File: src/rtl/mips_input_ctrl.sv
// mips_input_ctrl: synchronises board switches/buttons, debounces the load button into a
// single port_en strobe with captured port_sel/user_input, and passes through a clear level.
module mips_input_ctrl #(
  parameter int SW_W      = 10,
  parameter int DB_CYCLES = 500000,
  parameter int CNT_W     = 20
) (
  input  logic            clk,
  input  logic            rst,
  input  logic [SW_W-1:0] raw_sw,
  input  logic            raw_sel,
  input  logic            raw_btn_load,
  input  logic            raw_btn_clr,
  output logic            port_sel,
  output logic            port_en,
  output logic [31:0]     user_input,
  output logic            port_rst,
  output logic            busy
);
  typedef enum logic [2:0] {IDLE, DB_PRESS, FIRE, WAIT_REL, DB_REL} state_t;
  localparam logic [CNT_W-1:0] DB = CNT_W'(DB_CYCLES);
  localparam logic [CNT_W-1:0] ONE = CNT_W'(1);
  state_t state, state_n;
  logic [CNT_W-1:0] cnt, cnt_n;
  logic [SW_W-1:0] sw_m, sw_s;
  logic sel_m, sel_s, load_m, load_s, clr_m, clr_s;
  always_ff @(posedge clk or posedge rst)
    if (rst) begin
      sw_m   <= '0;
      sw_s   <= '0;
      sel_m  <= 1'b0;
      sel_s  <= 1'b0;
      load_m <= 1'b0;
      load_s <= 1'b0;
      clr_m  <= 1'b0;
      clr_s  <= 1'b0;
    end else begin
      sw_m   <= raw_sw;
      sw_s   <= sw_m;
      sel_m  <= raw_sel;
      sel_s  <= sel_m;
      load_m <= raw_btn_load;
      load_s <= load_m;
      clr_m  <= raw_btn_clr;
      clr_s  <= clr_m;
    end
  always_ff @(posedge clk or posedge rst)
    if (rst) begin
      state <= IDLE;
      cnt   <= '0;
    end else begin
      state <= state_n;
      cnt   <= cnt_n;
    end
  // the counter is cleared on every exit path, so it only ever counts up to DB
  always_comb begin
    state_n = state;
    cnt_n   = cnt;
    case (state)
      IDLE: begin
        state_n = load_s ? DB_PRESS : IDLE;
        cnt_n   = load_s ? ONE : '0;
      end
      DB_PRESS:
        if (!load_s) begin
          state_n = IDLE;
          cnt_n   = '0;
        end else if (cnt == DB) state_n = FIRE;
        else cnt_n = cnt + ONE;
      FIRE: begin
        state_n = WAIT_REL;
        cnt_n   = '0;
      end
      WAIT_REL:
        if (!load_s) begin
          state_n = DB_REL;
          cnt_n   = ONE;
        end
      DB_REL:
        if (load_s) begin
          state_n = WAIT_REL;
          cnt_n   = '0;
        end else if (cnt == DB) begin
          state_n = IDLE;
          cnt_n   = '0;
        end else cnt_n = cnt + ONE;
      default: begin
        state_n = IDLE;
        cnt_n   = '0;
      end
    endcase
  end
  // FIRE is only reachable from DB_PRESS, so state_n==FIRE marks the entry edge
  always_ff @(posedge clk or posedge rst)
    if (rst) begin
      user_input <= '0;
      port_sel   <= 1'b0;
    end else if (state_n == FIRE) begin
      user_input <= 32'(sw_s);
      port_sel   <= sel_s;
    end
  assign port_en  = (state == FIRE);
  assign busy     = (state != IDLE);
  assign port_rst = clr_s;
endmodule
File: config.mk
export PLATFORM = sky130hd
export DESIGN_NAME = mips_input_ctrl
export DESIGN_NICKNAME = d
export VERILOG_FILES = /design/src/rtl/mips_input_ctrl.sv
export SDC_FILE = /design/constraint.sdc
export NUM_CORES = 1
export LEC_CHECK = 0
export CAP_MARGIN = 20
export CORE_UTILIZATION = 35
export DETAILED_ROUTE_END_ITERATION = 10
export GPL_TIMING_DRIVEN = 0
export HOLD_SLACK_MARGIN = 0.08
export PLACE_DENSITY = 0.71
export SLEW_MARGIN = 40
export SYNTH_ARGS = -nofsm -noshare
export SYNTH_HDL_FRONTEND = slang
export SYNTH_SLANG_ARGS = --single-unit
File: constraint.sdc
create_clock -name clk -period 1.84 [get_ports clk]
set_input_delay 0.276 -clock clk [delete_from_list [all_inputs] [get_ports clk]]
set_output_delay 0.276 -clock clk [all_outputs]
set_load 0.05 [all_outputs]
---- Word-level counts from Yosys, hierarchy flattened ----
Cells that the tools add are included.
storage, ports and cells
  bits in registers ....................... 60
  input port bits ......................... 15
  output and inout port bits .............. 36
  logic and storage cells ................. 38
cells by class
  $add $sub $neg .......................... 1
  eq/ne operators ......................... 8
  multiplexer cells ....................... 14
  reductions and logical operators ........ 3
operators by type and width
  kind                     count
  $mux W20                 5
  $pmux W20 S4             1
  $add A20 B1 Y20 const B  1
  $eq A20 B19 Y1 const B   1
  $mux W3                  5
  $pmux W3 S5              1
  $eq A3 B2 Y1 const B     3
  $eq A3 B1 Y1 const B     1
  $eq A3 B3 Y1 const B     1
  $logic_not A3 Y1         1
  $ne A3 B3 Y1 const B     1
  $reduce_bool A3 Y1       1
  $mux W1                  2
  $ne A2 B2 Y1 const B     1
  $reduce_and A2 Y1        1

---- Depth between registers and ports, before layout ----
Gate-level depths: netlist (run 1).
  word-level depth ........................ 5
  gate-level depth with buffers ........... 8
  gate-level depth less buffers ........... 7

---- Worst setup path after synthesis (run 1) ----
OpenSTA, ideal clock, no wires.
  path type ............................... register to register
  from .................................... reg state[0]
  to ...................................... reg state[0]
  setup time .............................. 74 ps
  arrival ................................. 1890 ps
  data required time ...................... 1766 ps
  setup slack ............................. -123 ps
  stages on the path, launching flop included .. 4
  path buffers ............................ 1
  period minus slack after synthesis ...... 1963 ps
  path through ............................ dfrtp_1 -> clkbuf_1 -> nor3_1 -> a311o_1
between the ends
  elaborated cells between the ends (all ways) .. 11
  classes of those cells .................. eq/ne (4); mux (6); reduce/logical (1)
RTL lines
  element                 line  source
  from (decl)             23    state_t state, state_n;
  from (signal assigned)  52    state <= state_n;
  $eq A3 B2 Y1            n/a
  via port_en             15    output logic port_en,
  $pmux W3 S5             59    case (state)
  via state_n[0]          23
The timed path passes the listed nets, and every way through them passes these cells.
A chain may end at the register's enable or synchronous reset.

---- Final worst setup path (run 1) ----
  from .................................... reg cnt[1]
  to ...................................... reg user_input[1]
between the ends
  word-level cells in the longest chain between the ends .. 5
  elaborated cells between the ends (all ways) .. 7
  classes of those cells .................. eq/ne (2); mux (5)
ends and longest elaborated chain
  element                     line    source
  from (decl)                 24      logic [CNT_W-1:0] cnt, cnt_n;
  from (signal assigned)      53      cnt <= cnt_n;
  $eq A20 B19 Y1 *            68, 83
  $mux W3 (on tied branches)  83, 68
  $mux W3 (on tied branches)  80, 65
  $pmux W3 S5 *               59
  $eq A3 B2 Y1 *              98      end else if (state_n == FIRE) begin
  to (signal assigned)        99      user_input <= 32'(sw_s);
  to (decl)                   16      output logic [31:0] user_input,
Every way passes the cells marked *; elsewhere a longest branch is shown, timed or not.

==> results of run 1 <==
-- power breakdown --
part	switching, mW	total (mW)	internal, mW
clock	0.502	1.30	0.798
combinational	0.185	0.293	0.107
sequential	0.0165	1.37	1.35
total	0.704	2.96	2.26
-- how the worst min path moves through the flow --
stage                     endpoint  cells after the start   startpoint  slack [ns]
after floorplan              clr_m                      0  raw_btn_clr        0.31
after global placement     sw_s[8]                      0      sw_m[8]        0.33
after detailed placement     sel_s                      0        sel_m        0.33
after CTS                  sw_m[6]                      2          rst        0.22
after global routing       sw_m[6]                      2          rst        0.22
final                      sw_m[6]                      2          rst        0.22
-- registers in the layout, indices dropped and copies added (netlist names) --
| register | cells |
|---|---|
| clr_m | 1 |
| cnt | 20 |
| load_m | 1 |
| load_s | 1 |
| port_rst | 1 |
| port_sel | 1 |
| sel_m | 1 |
| sel_s | 1 |
| state | 3 |
| sw_m | 10 |
| sw_s | 10 |
| user_input | 10 |
-- cells by family after synthesis --
family                   share of synthesized area, %
AO/OA/AOI/OAI                                    5.29
AND/OR/NAND/NOR                                  18.1
multiplexers                                     6.03
XOR/XNOR                                         4.58
adder cells (fa/ha/maj)                         0.935
buffers and inverters                            8.75
flip-flops                                       56.1
other                                           0.140
-- final cells by class --
cell class              instances  area [sq um]  area share [%]
plain buffers                  28           215            6.06
clock buffers                  12           145            4.08
clock inverters                 4          72.6            2.04
inverters                       7          28.8           0.810
multi-input cells             154          1060            29.9
flip-flops and latches         60          1500            42.3
well taps                      99           124            3.49
repair buffers                 40           403            11.3
-- Yosys cell counts, types with 3 or more instances --
cell / number / area share, %
nor2_1: 21 / 2.9
xnor2_1: 11 / 3.6
nand2_1: 14 / 2.0
and3_1: 4 / 0.94
dfrtp_1: 60 / 56
buf_4: 22 / 6.2
xor2_1: 3 / 0.98
nor2b_1: 5 / 1.2
nor3_1: 8 / 1.5
o21ai_0: 4 / 0.75
mux2_4: 10 / 5.6
clkbuf_1: 3 / 0.42
nand4_1: 3 / 0.70
buf_2: 4 / 0.75
nand3_1: 10 / 1.9
inv_1: 7 / 0.98
-- per-layer routing --
layer / share of wire (%) / up-vias / track usage, %
met3: 4.1 / 13 / 3.32
met1: 45 / 856 / 16.4
li1: - / 883 / -
met4: 2.2 / 0 / 7.50
met5: 0 / - / 0
met2: 48 / 54 / 22.8
-- worst reg2reg max path, stage by stage (launching register included) --
cell and delay [ns]:
dfrtp_1 0.39, inv_2 0.08, ha_4 0.12, nor4b_4 0.17, and4_4 0.27, and2_4 0.17, nand3_4 0.12, buf_16 0.17
mux2_4 0.30
-- metrics by stage --
stage	setup TNS [ns]	instances	power [mW]	hold WS [ns]
floorplan	0	251	1.60	0.307
global placement	-57.76	378	1.65	0.333
detailed placement	-3.52	379	1.67	0.335
CTS	-0.536	401	2.99	0.217
global route	-1.35	404	3.07	0.225
finish	-0.501	404	2.96	0.216
-- what timing repair did --
action,4_1_cts,5_1_grt
gates resized for setup,19,9
pin swaps,3,3
setup endpoints to repair,26,32
cloned,1,0
setup buffers,7,3
==> flow_metrics.py, run 1 <==
metrics = {
    "setup_path": {
        "cp_slowest_stage_delay_ns": 0.39,
        "worst_setup_path_end_kind": "register",
        "cp.depth": 8,
        "crit_type": "register to register",
        "crit_start": "cnt[1]",
        "crit_path_cell_trace": "inv_2 > ha_4 > nor4b_4 > and4_4 > and2_4 > nand3_4 > buf_16 > mux2_4",
        "crit_family": "simple AND/OR/NAND/NOR gates",
        "r2r-end": "user_input[1]",
        "critical_path_buf_inv_count": 2,
        "cp-start-kind": "register",
        "cp_max_fo": 5,
        "crit_required_ns": 2.05,
        "rr_worst_depth": 8,
        "arrival_ns": 2.11,
        "crit_slowest_cell": "dfrtp_1",
        "crit-reg2reg-launch": "cnt[1]",
        "setup.worst_path.end": "user_input[1]",
        "rrSetupSlack_ns": -0.06,
    },
    "run": {
        "max_cap_viol_count": 0,
    },
    "global_route": {
        "grt_pass1_vias": 1744,
        "grt_pass1_wl_mm": 8.16,
        "grt_usage_pct": 13.7,
        "antenna_found_initial": 0,
        "grt_start_max_net_pins": 47,
        "grt_overflow": 0,
    },
    "yosys": {
        "syn-cell-area_sq_mm": 0.00268,
        "ys.flop_type": "dfrtp_1",
        "synthCells": 230,
        "postSynthAreaPerCell_sq_um": 11.6,
        "yosysWarnings": 0,
        "synth-edff-count": 0,
        "postSynth.asyncResetShare_pct": 100,
        "synth_seq_cells": 60,
        "ys_seq_area_share_pct": 56.1,
        "synthDistinctLibCells": 48,
    },
    "floorplanning": {
        "core_area_sq_mm": 0.00733,
        "die_area_sq_mm": 0.00800,
        "pin_count": 51,
        "dieWidth_um": 89.4,
        "initial_core_util_pct": 36.5,
        "die_h_um": 89.4,
        "row_count": 31,
    },
    "timing": {
        "finalSetupViolations": 10,
        "fmax_ghz": 0.527,
        "hold_viol_final": 0,
        "fin_ws_ns": -0.0575,
        "worst_pin_slew_ns": 0.522,
        "fin_crit_ns": 1.90,
        "min_period_over_period_pct": 103,
        "slew_viol_final": 0,
        "rsz0062_at_grt": "yes",
        "timing.slew.headroom_pct": 65.1,
        "clock_skew_ns": 0.00824,
    },
    "route": {
        "drt-total-wl_mm": 4.91,
        "route.vias.total": 1806,
        "first_iter_violations": 158,
        "ant_nets": 0,
        "avgRoutedWirePerCell_um": 12.2,
        "drc_errors": 0,
        "drtPass1Iterations": 4,
        "avgViaCountPerCell": 4.47,
    },
    "cts": {
        "path_clk_slew_ns": 0.07,
        "htreeDepth": 3,
        "cts_root_buffer": "clkbuf_8",
        "hold_buffers": 0,
        "clock_sinks": 60,
        "tritoncts": "done",
        "clk-insertion-delay-late_ns": 0.33,
        "clk_path_buf_depth": 2,
        "cts_made_buffers": 9,
    },
    "placement": {
        "postPlaceCellArea_sq_mm": 0.00319,
        "dp_hpwl_mm": 3.16,
        "post-place-ws_ns": -0.202,
        "io_buffers": 28,
        "place_congestion": 0.785,
    },
    "finish": {
        "nets": 317,
        "fin_util_pct": 48.5,
        "final_common_cell": "dfrtp_1",
        "final_cell_mix": "59 x dfrtp_1, 34 x buf_4, 26 x clkdlybuf4s50_1, 22 x conb_1, 21 x nor2_1",
        "diodes": 0,
        "fill_cells": 641,
        "area_growth_pct": 32.8,
        "design_area_sq_mm": 0.00355,
        "drive_gt1_share_pct": 27.5,
    },
    "power": {
        "ir_worst_vdd_mv": 0.354,
        "p_leak_nw": 1.62,
        "power.density_mw_per_mm2": 834,
    },
    "outcome": {
        "violations": "negative setup slack",
        "status": "finished, violations left",
    },
    "min_path": {
        "min_path_type": "input port to asynchronous set/reset pin",
    },
}
Note: power is estimated with default switching activity, not from simulation.
==> run 2, diff against run 1 <==
- CAP_MARGIN: 20 -> default
==> results of run 2 <==
The final DEF is identical to that of run 1; final timing and power are the same.
==> run 3, diff against run 2 <==
- REMOVE_ABC_BUFFERS: default -> 1
- TNS_END_PERCENT: default -> 30
==> flow_metrics.py, run 3 (synthesized netlist as in run 1, its figures left out) <==
metrics = {
    "finish": {
        "final_cell_mix": "56 x dfrtp_1, 25 x clkdlybuf4s50_1, 22 x conb_1, 21 x nor2_1, 14 x nand2_1",
        "drive_gt1_share_pct": 23.2,
        "regMostFlops": "cnt",
        "diodes": 0,
        "layout.cells.non_filler": 375,
        "area_growth_pct": 25.8,
        "nets": 288,
        "final_common_cell": "dfrtp_1",
        "fill_cells": 641,
        "largest_reg_flops": 20,
        "design_area_sq_mm": 0.00337,
    },
    "route": {
        "ant_nets": 0,
        "drt-total-wl_mm": 4.82,
        "avgViaCountPerCell": 4.64,
        "route.vias.total": 1741,
        "drtPass1Iterations": 4,
        "first_iter_violations": 108,
        "drc_errors": 0,
        "avgRoutedWirePerCell_um": 12.8,
    },
    "cts": {
        "clk-insertion-delay-late_ns": 0.34,
        "cts_root_buffer": "clkbuf_8",
        "hold_buffers": 0,
        "clock_sinks": 60,
        "clk_path_buf_depth": 2,
        "tritoncts": "done",
        "htreeDepth": 3,
        "path_clk_slew_ns": 0.07,
        "cts_made_buffers": 9,
    },
    "global_route": {
        "grt_pass1_wl_mm": 7.58,
        "grt_overflow": 0,
        "grt_start_max_net_pins": 32,
        "grt_usage_pct": 13.3,
        "grt_pass1_vias": 1604,
        "antenna_found_initial": 0,
    },
    "placement": {
        "postPlaceCellArea_sq_mm": 0.00297,
        "placed_cells": 349,
        "io_buffers": 28,
        "dp_hpwl_mm": 2.83,
        "place_congestion": 0.810,
    },
    "power": {
        "total_power_mw": 2.95,
        "p_leak_nw": 1.46,
        "ir_worst_vdd_mv": 0.336,
        "power.density_mw_per_mm2": 878,
    },
    "timing": {
        "fin_ws_ns": -0.0419,
        "fin_crit_ns": 1.88,
        "hold_slack_ns": 0.275,
        "rsz0062_at_grt": "yes",
        "slew_viol_final": 0,
        "fmax_ghz": 0.531,
        "hold_viol_final": 0,
        "worst_pin_slew_ns": 0.499,
        "clock_skew_ns": 0.00652,
        "finalSetupViolations": 6,
        "min_period_over_period_pct": 102,
        "timing.slew.headroom_pct": 66.7,
    },
    "setup_path": {
        "r2r-end": "user_input[5]",
        "worst_setup_path_end_kind": "register",
        "crit-reg2reg-launch": "cnt[0]",
        "cp-start-kind": "register",
        "rr_worst_depth": 7,
        "crit_type": "register to register",
        "arrival_ns": 2.11,
        "crit_required_ns": 2.07,
        "cp_max_fo": 6,
        "rrSetupSlack_ns": -0.04,
    },
    "run": {
        "max_cap_viol_count": 0,
    },
    "floorplanning": {
        "row_count": 31,
        "initial_core_util_pct": 36.5,
        "dieWidth_um": 89.4,
        "die_area_sq_mm": 0.00800,
        "pin_count": 51,
        "core_area_sq_mm": 0.00733,
        "die_h_um": 89.4,
    },
    "outcome": {
        "status": "finished, violations left",
        "violations": "negative setup slack",
    },
    "min_path": {
        "min_path_type": "input port to asynchronous set/reset pin",
    },
}
## run 3: area by class of cell
class / instances / area [sq um] / share of cell area (%)
sequential: 60 / 1510 / 44.8
timing repair buffer: 38 / 369 / 11.0
inverter: 7 / 28.8 / 0.855
multi-input combinational: 155 / 1110 / 33.0
clock inverter: 6 / 87.6 / 2.60
clock buffer: 10 / 138 / 4.09
tap: 99 / 124 / 3.68
## run 3: metrics by stage
| stage | setup slack [ns] | utilization [%] | setup TNS (ns) |
|---|---|---|---|
| after global routing | -0.118 | 45.9 | -1.12 |
| after detailed placement | -0.406 | 40.6 | -9.07 |
| after global placement | -0.963 | 40.2 | -66.12 |
| after CTS | -0.0438 | 45.3 | -0.247 |
| after floorplan | -0.265 | - | -1.78 |
| final | -0.0419 | 45.9 | -0.237 |
## run 3: how the worst max path moves through the flow
stage	start	to	slack [ns]	cells past startpoint
CTS	cnt[0]	user_input[4]	-0.04	7
finish	cnt[0]	user_input[5]	-0.04	7
global placement	rst	load_m	-0.96	2
detailed placement	cnt[0]	port_sel	-0.41	7
floorplan	state[1]	state[0]	-0.27	3
global route	cnt[0]	user_input[3]	-0.12	7
## run 3: per-layer routing
| metal | part of all wire (%) | vias to the layer above | track usage (%) | wire [um] |
|---|---|---|---|---|
| met5 | 0 | - | 0 | 0 |
| met4 | 2.5 | 0 | 6.93 | 121 |
| met3 | 7.5 | 15 | 6.00 | 362 |
| met2 | 46 | 68 | 19.8 | 2220 |
| met1 | 44 | 829 | 16.2 | 2110 |
| li1 | - | 829 | - | - |
## run 3: critical path: stages (launching register included)
cell and delay (ns):
dfrtp_2 0.42, inv_2 0.08, ha_4 0.12, nor4b_4 0.17
and4_4 0.25, and2_4 0.20, nand3_4 0.17, mux2_4 0.34
## run 3: timing repair
action | CTS | global route
endpoints found under the setup margin | 31 | 25
gates resized for setup | 20 | 11
pin swaps | 3 | 2
gates cloned | 1 | 0
buffers inserted | 9 | 0
## run 3: report_power, final
part / switching [mW] / total, mW / internal (mW) / leakage, nW
sequential: 0.0194 / 1.37 / 1.35 / 0.767
combinational: 0.180 / 0.255 / 0.0749 / 0.589
clock: 0.530 / 1.33 / 0.796 / 0.105
total: 0.730 / 2.95 / 2.22 / 1.46
==> edit 1: new RTL, settings of run 1 <==
Change the parameter `SW_W` from 10 to 20.
--- a/src/rtl/mips_input_ctrl.sv
+++ b/src/rtl/mips_input_ctrl.sv
@@ -1,7 +1,7 @@
 // mips_input_ctrl: synchronises board switches/buttons, debounces the load button into a
 // single port_en strobe with captured port_sel/user_input, and passes through a clear level.
 module mips_input_ctrl #(
-  parameter int SW_W      = 10,
+  parameter int SW_W      = 20,
   parameter int DB_CYCLES = 500000,
   parameter int CNT_W     = 20
 ) (
Ports: changed (resized raw_sw); port bits go from 51 to 61. No check against the original RTL was run, so the function may have changed too.
==> edit 1 against run 1 <==
  * The run still ends with setup timing left
  * Critical path depth down 1
  * Combinational power up 6%
  * Wire length is 49% higher
  * Worst setup slack worse by 0.21 ns
  * Non-clock buffer count grew 21
  * Area after synthesis is 32% higher
  * Utilization grew 2.2 points
  * Final area rose by 40%
  * Sequential cell count grew 30
  * Total power is 26% higher
  * Worst hold slack improved by 0.085 ns
  * Largest power group unchanged
==> edit 1: results (changes against run 1) <==
Global route
The met2 track demand over resource in global routing came to 23.3% (was 22.8%). The met3 global-route usage came to 3.76% (was 3.32%). The global-route wire length before repair is 11300 µm (was 8160 µm). The global-route track usage on met1 is 18.0% (was 16.4%).

Synth
The distinct cell type count of the synthesized netlist is 42 (was 48). The average footprint of a synthesized cell is 13.5 µm² (was 11.6 µm²). Most frequent cells after synthesis: sky130_fd_sc_hd__dfrtp_1 (90), sky130_fd_sc_hd__nor2_1 (28), sky130_fd_sc_hd__mux2_4 (20) (was sky130_fd_sc_hd__dfrtp_1 (60), sky130_fd_sc_hd__buf_4 (22), sky130_fd_sc_hd__nor2_1 (21)). The sequential fraction of the synthesis area is 63.8% (was 56.1%). Top cells by area, synth: sky130_fd_sc_hd__dfrtp_1 (64%), sky130_fd_sc_hd__mux2_4 (8.5%), sky130_fd_sc_hd__xor2_1 (3.2%) (was sky130_fd_sc_hd__dfrtp_1 (56%), sky130_fd_sc_hd__buf_4 (6.2%), sky130_fd_sc_hd__mux2_4 (5.6%)).

Timing
The final count of negative-setup-slack endpoints is 37 (was 10). The headroom to the max-slew limit came to 63.3% (was 65.1%). The maximum clock skew at final layout is 0.00833 ns (was 0.00824 ns).

The post-route setup TNS came to -5.57 ns (was -0.501 ns). The worst hold margin is 0.301 ns (was 0.216 ns). The setup slack of the critical path after layout is -0.267 ns (was -0.0575 ns).

Drt
The number of DRC violations after detailed-routing iteration 0 was 127 (was 158). The ratio of routed vias to standard cells is 4.66 (was 4.47). The wire length per cell is 15.0 µm (was 12.2 µm).

Place
The total placed instance area is 4300 µm² (was 3190 µm²). The final estimated routing congestion in global placement was 0.863 (was 0.785). The number of placed instances, taps included is 456 (was 379).

The number of I/O port buffers was 48 (was 28).

Worst setup path
The cell count of the worst reg-to-reg path is 7 (was 8). The launch point of the worst reg-to-reg path is cnt[2]$_DFFE_PP0P_ (was cnt[1]$_DFFE_PP0P_).

Clock network
The clock transition at the registers of the reported paths was 0.09 ns (was 0.07 ns).

Pwr
The peak supply drop came to 400 µV (was 354 µV). The leakage power of the design is 2.45 nW (was 1.62 nW).

Finish
The number of fillers in the final layout is 835 (was 641). The ratio of cells with drive above 1 in the final layout is 33.5% (was 27.5%).

Outcome
Failing checks: setup timing (unchanged). Status: finished, violations left (unchanged).
[edit 1: cell types whose count changed in the layout (fill, tap and decap cells not counted), sizes merged, moves of 4 or more]
cell	delta
nor2	+6
mux2	+10
nand4	+6
a21oi	+4
dlygate4sd2	+4
dfrtp	+30
dlymetal6s2s	+17
clkbuf	-4
nand3	-4
nor3	-5
conb	-10
xor2	+10
xnor2	-8
[edit 1: critical path: stages (launching register included)]
cell,delay [ns]
sky130_fd_sc_hd__dfrtp_2,0.43
sky130_fd_sc_hd__nor4b_4,0.37
sky130_fd_sc_hd__nand4_1,0.20
sky130_fd_sc_hd__nand2b_4,0.20
sky130_fd_sc_hd__nor3_4,0.21
sky130_fd_sc_hd__buf_6,0.16
sky130_fd_sc_hd__buf_12,0.13
sky130_fd_sc_hd__mux2_4,0.30
[edit 1: cells by family (layout without fill, tap and decap cells)]
kind of cell	count (synthesis)	in the layout	synth area share, %
fa+ha+maj	2	2	0.709
mux	22	22	9.11
compound gates	21	21	3.72
other cells	1	12	0.106
buf+inv	27	110	5.04
simple gates	82	82	13.5
flops	90	90	63.8
xor+xnor	16	16	3.97
[edit 1: power by group]
part           leakage (nW)  total, mW  internal, mW  switching, mW
clock                0.0954       1.36         0.643          0.715
sequential             1.14       2.06          2.03         0.0229
combinational          1.22      0.311         0.136          0.175
[edit 1: layer usage]
layer  wire length, µm  up-vias
met3               407       15
met2              3750       70
met5                 0        -
met1              2990     1137
li1                  -     1052
met4               151        0
[edit 1: area by class of cell]
cell class | instances | area (µm²) | area share, %
clock buffers | 10 | 128 | 2.57
well taps | 133 | 166 | 3.36
clock inverters | 6 | 78.8 | 1.59
multi-input cells | 155 | 1320 | 26.7
plain buffers | 18 | 170 | 3.43
repair buffers | 71 | 810 | 16.3
flip-flops and latches | 90 | 2260 | 45.6
inverters | 5 | 22.5 | 0.454
[edit 1: timing repair]
item,CTS,global route
pin swaps,5,13
setup endpoints to repair,46,53
resized for setup,48,56
cloned,2,1
buffers inserted,13,4
[edit 1: worst max-delay path by stage]
stage	start	end	slack [ns]	depth (start not counted)
after detailed placement	state[1]$_DFF_PP0_	port_en	-0.48	4
after global routing	cnt[0]$_DFFE_PP0P_	user_input[12]$_DFFE_PP0N_	-0.31	9
after global placement	state[1]$_DFF_PP0_	port_en	-0.45	4
after floorplan	cnt[0]$_DFFE_PP0P_	port_sel$_DFFE_PP0N_	-0.02	8
after CTS	cnt[0]$_DFFE_PP0P_	user_input[12]$_DFFE_PP0N_	-0.19	9
final	cnt[2]$_DFFE_PP0P_	user_input[12]$_DFFE_PP0N_	-0.27	7
==> edit 2: new RTL, config.mk and constraints of run 1 <==
Without the edit above. The 5 states of `state_t` get a one-hot encoding in 5 bits.
--- a/src/rtl/mips_input_ctrl.sv
+++ b/src/rtl/mips_input_ctrl.sv
@@ -17,7 +17,7 @@
   output logic            port_rst,
   output logic            busy
 );
-  typedef enum logic [2:0] {IDLE, DB_PRESS, FIRE, WAIT_REL, DB_REL} state_t;
+  typedef enum logic [4:0] {IDLE = 5'b00001, DB_PRESS = 5'b00010, FIRE = 5'b00100, WAIT_REL = 5'b01000, DB_REL = 5'b10000} state_t;
   localparam logic [CNT_W-1:0] DB = CNT_W'(DB_CYCLES);
   localparam logic [CNT_W-1:0] ONE = CNT_W'(1);
   state_t state, state_n;
Function: no difference found for any inputs over 10 cycles, from zero or initial values and one cycle with rst high; not proved beyond that.
==> edit 2 against run 1 <==
  * Total power rose by 1.1%
  * The flow still finishes with violations (setup timing)
  * Wire length rose by 14%
  * Clock skew fell by 0.0014 ns
  * Largest power group unchanged
  * Via count rose by 9.2%
  * Area after synthesis rose by 4.1%
  * Global-route usage rose by 0.49 points
  * Final area rose by 5.1%
  * Non-clock buffer count rose by 6
  * Critical endpoint is now cnt[19]$_DFFE_PP0P_
  * Worst setup slack got worse by 0.24 ns
  * Sequential cell count rose by 2
==> edit 2: results (changes against run 1) <==
Pwr
The overall power of the completed layout came to 3.00 mW (was 2.96 mW). The power in sequential cells is 1.45 mW (was 1.37 mW). The leakage power of the design is 1.62 nW (about the same).

The internal power contribution is 2.15 mW (was 2.26 mW). The peak supply drop is 590 µV (was 354 µV). The part of the total power dissipated in the clock network came to 35.8% (was 43.9%).

Worst setup path
The top fanout value on the critical path is 6 (was 5). The worst setup path startpoint is cnt[3]$_DFFE_PP0P_ (was cnt[1]$_DFFE_PP0P_). The capture point of the worst reg-to-reg path was cnt[19]$_DFFE_PP0P_ (was user_input[1]$_DFFE_PP0N_).

The worst-path cell with the longest stage delay was sky130_fd_sc_hd__or4_4 (was sky130_fd_sc_hd__dfrtp_1). The delay of the slowest cell on the worst path is 0.57 ns (was 0.39 ns).

Synth
The average footprint of a synthesized cell came to 11.7 µm² (was 11.6 µm²). Most frequent cells after synthesis: sky130_fd_sc_hd__dfrtp_1 (61), sky130_fd_sc_hd__nor2_1 (27), sky130_fd_sc_hd__buf_4 (22) (was sky130_fd_sc_hd__dfrtp_1 (60), sky130_fd_sc_hd__buf_4 (22), sky130_fd_sc_hd__nor2_1 (21)). The fraction of synthesized cell area in xor and xnor cells is 5.66% (was 4.58%). The distinct cell type count of the synthesized netlist was 50 (was 48). The fraction of the mapped netlist area in compound gates is 5.12% (was 5.29%).

The warning count from the yosys run is 0 (unchanged). The post-synthesis mux area share is 4.45% (was 6.03%). Top cells by area, synth: sky130_fd_sc_hd__dfrtp_1 (55%), sky130_fd_sc_hd__buf_4 (5.9%), sky130_fd_sc_hd__mux2_2 (4.4%) (was sky130_fd_sc_hd__dfrtp_1 (56%), sky130_fd_sc_hd__buf_4 (6.2%), sky130_fd_sc_hd__mux2_4 (5.6%)). The synthesized-area fraction occupied by adder cells is 0.898% (was 0.935%).

Global route
The overall global routing resource usage is 14.2% (was 13.7%). The pin count of the biggest net entering global routing was 39 (was 47). The global-route wire length before repair was 9030 µm (was 8160 µm). The via count of the first global-routing pass is 1924 (was 1744).

Drt
The via count is 1973 (was 1806). The number of DRC violations after detailed-routing iteration 0 was 92 (was 158). The first-pass detailed-route iteration total was 5 (was 4). The wire length per cell was 13.3 µm (was 12.2 µm).

Outcome
Status: finished, violations left (unchanged). Failing checks: setup timing (unchanged).

Finish
The post-route non-filler standard cell count came to 422 (was 404). The total inserted antenna cells came to 0 (unchanged). The number of nets in the layout was 333 (was 317). The number of fillers in the final layout was 680 (was 641).

Timing
The worst hold margin is 0.254 ns (was 0.216 ns). The post-route setup TNS came to -8.15 ns (was -0.501 ns). The final count of negative-setup-slack endpoints is 33 (was 10). The headroom to the max-slew limit is 60.0% (was 65.1%). The setup slack of the critical path after layout was -0.300 ns (was -0.0575 ns).

Place
The final estimated routing congestion in global placement was 0.857 (was 0.785). The number of placed instances, taps included was 391 (was 379). The detailed placer's ending HPWL came to 3460 µm (was 3160 µm). The total placed instance area is 3320 µm² (was 3190 µm²).

The worst setup timing slack at the placement stage is -0.724 ns (was -0.202 ns).
-- edit 2: changes by cell type after synthesis, sizes merged, moves of 4 or more --
cell | before | now
nor2 | 22 | 30
nand2 | 14 | 9
a21oi | 1 | 5
nor4 | 0 | 6
nand3 | 11 | 6
-- edit 2: routing by layer --
metal	wire length (µm)	up-vias	track usage [%]
met1	2290	952	16.4
met5	0	-	0
met4	136	0	9.66
met3	343	13	3.10
li1	-	927	-
met2	2820	81	23.6
-- edit 2: final cells by class --
type / instances / area, µm² / area share [%]
Clock inverter: 3 / 20.0 / 0.536
Timing Repair Buffer: 48 / 463 / 12.4
Buffer: 26 / 204 / 5.46
Tap cell: 102 / 128 / 3.42
Clock buffer: 12 / 155 / 4.16
Sequential cell: 62 / 1560 / 41.7
Multi-Input combinational cell: 162 / 1180 / 31.6
Inverter: 7 / 28.8 / 0.771
-- edit 2: what timing repair did --
item	in CTS	in global routing
pin swaps	10	3
endpoints found under the setup margin	36	35
cloned	1	0
setup buffers	12	6
gates resized for setup	32	14
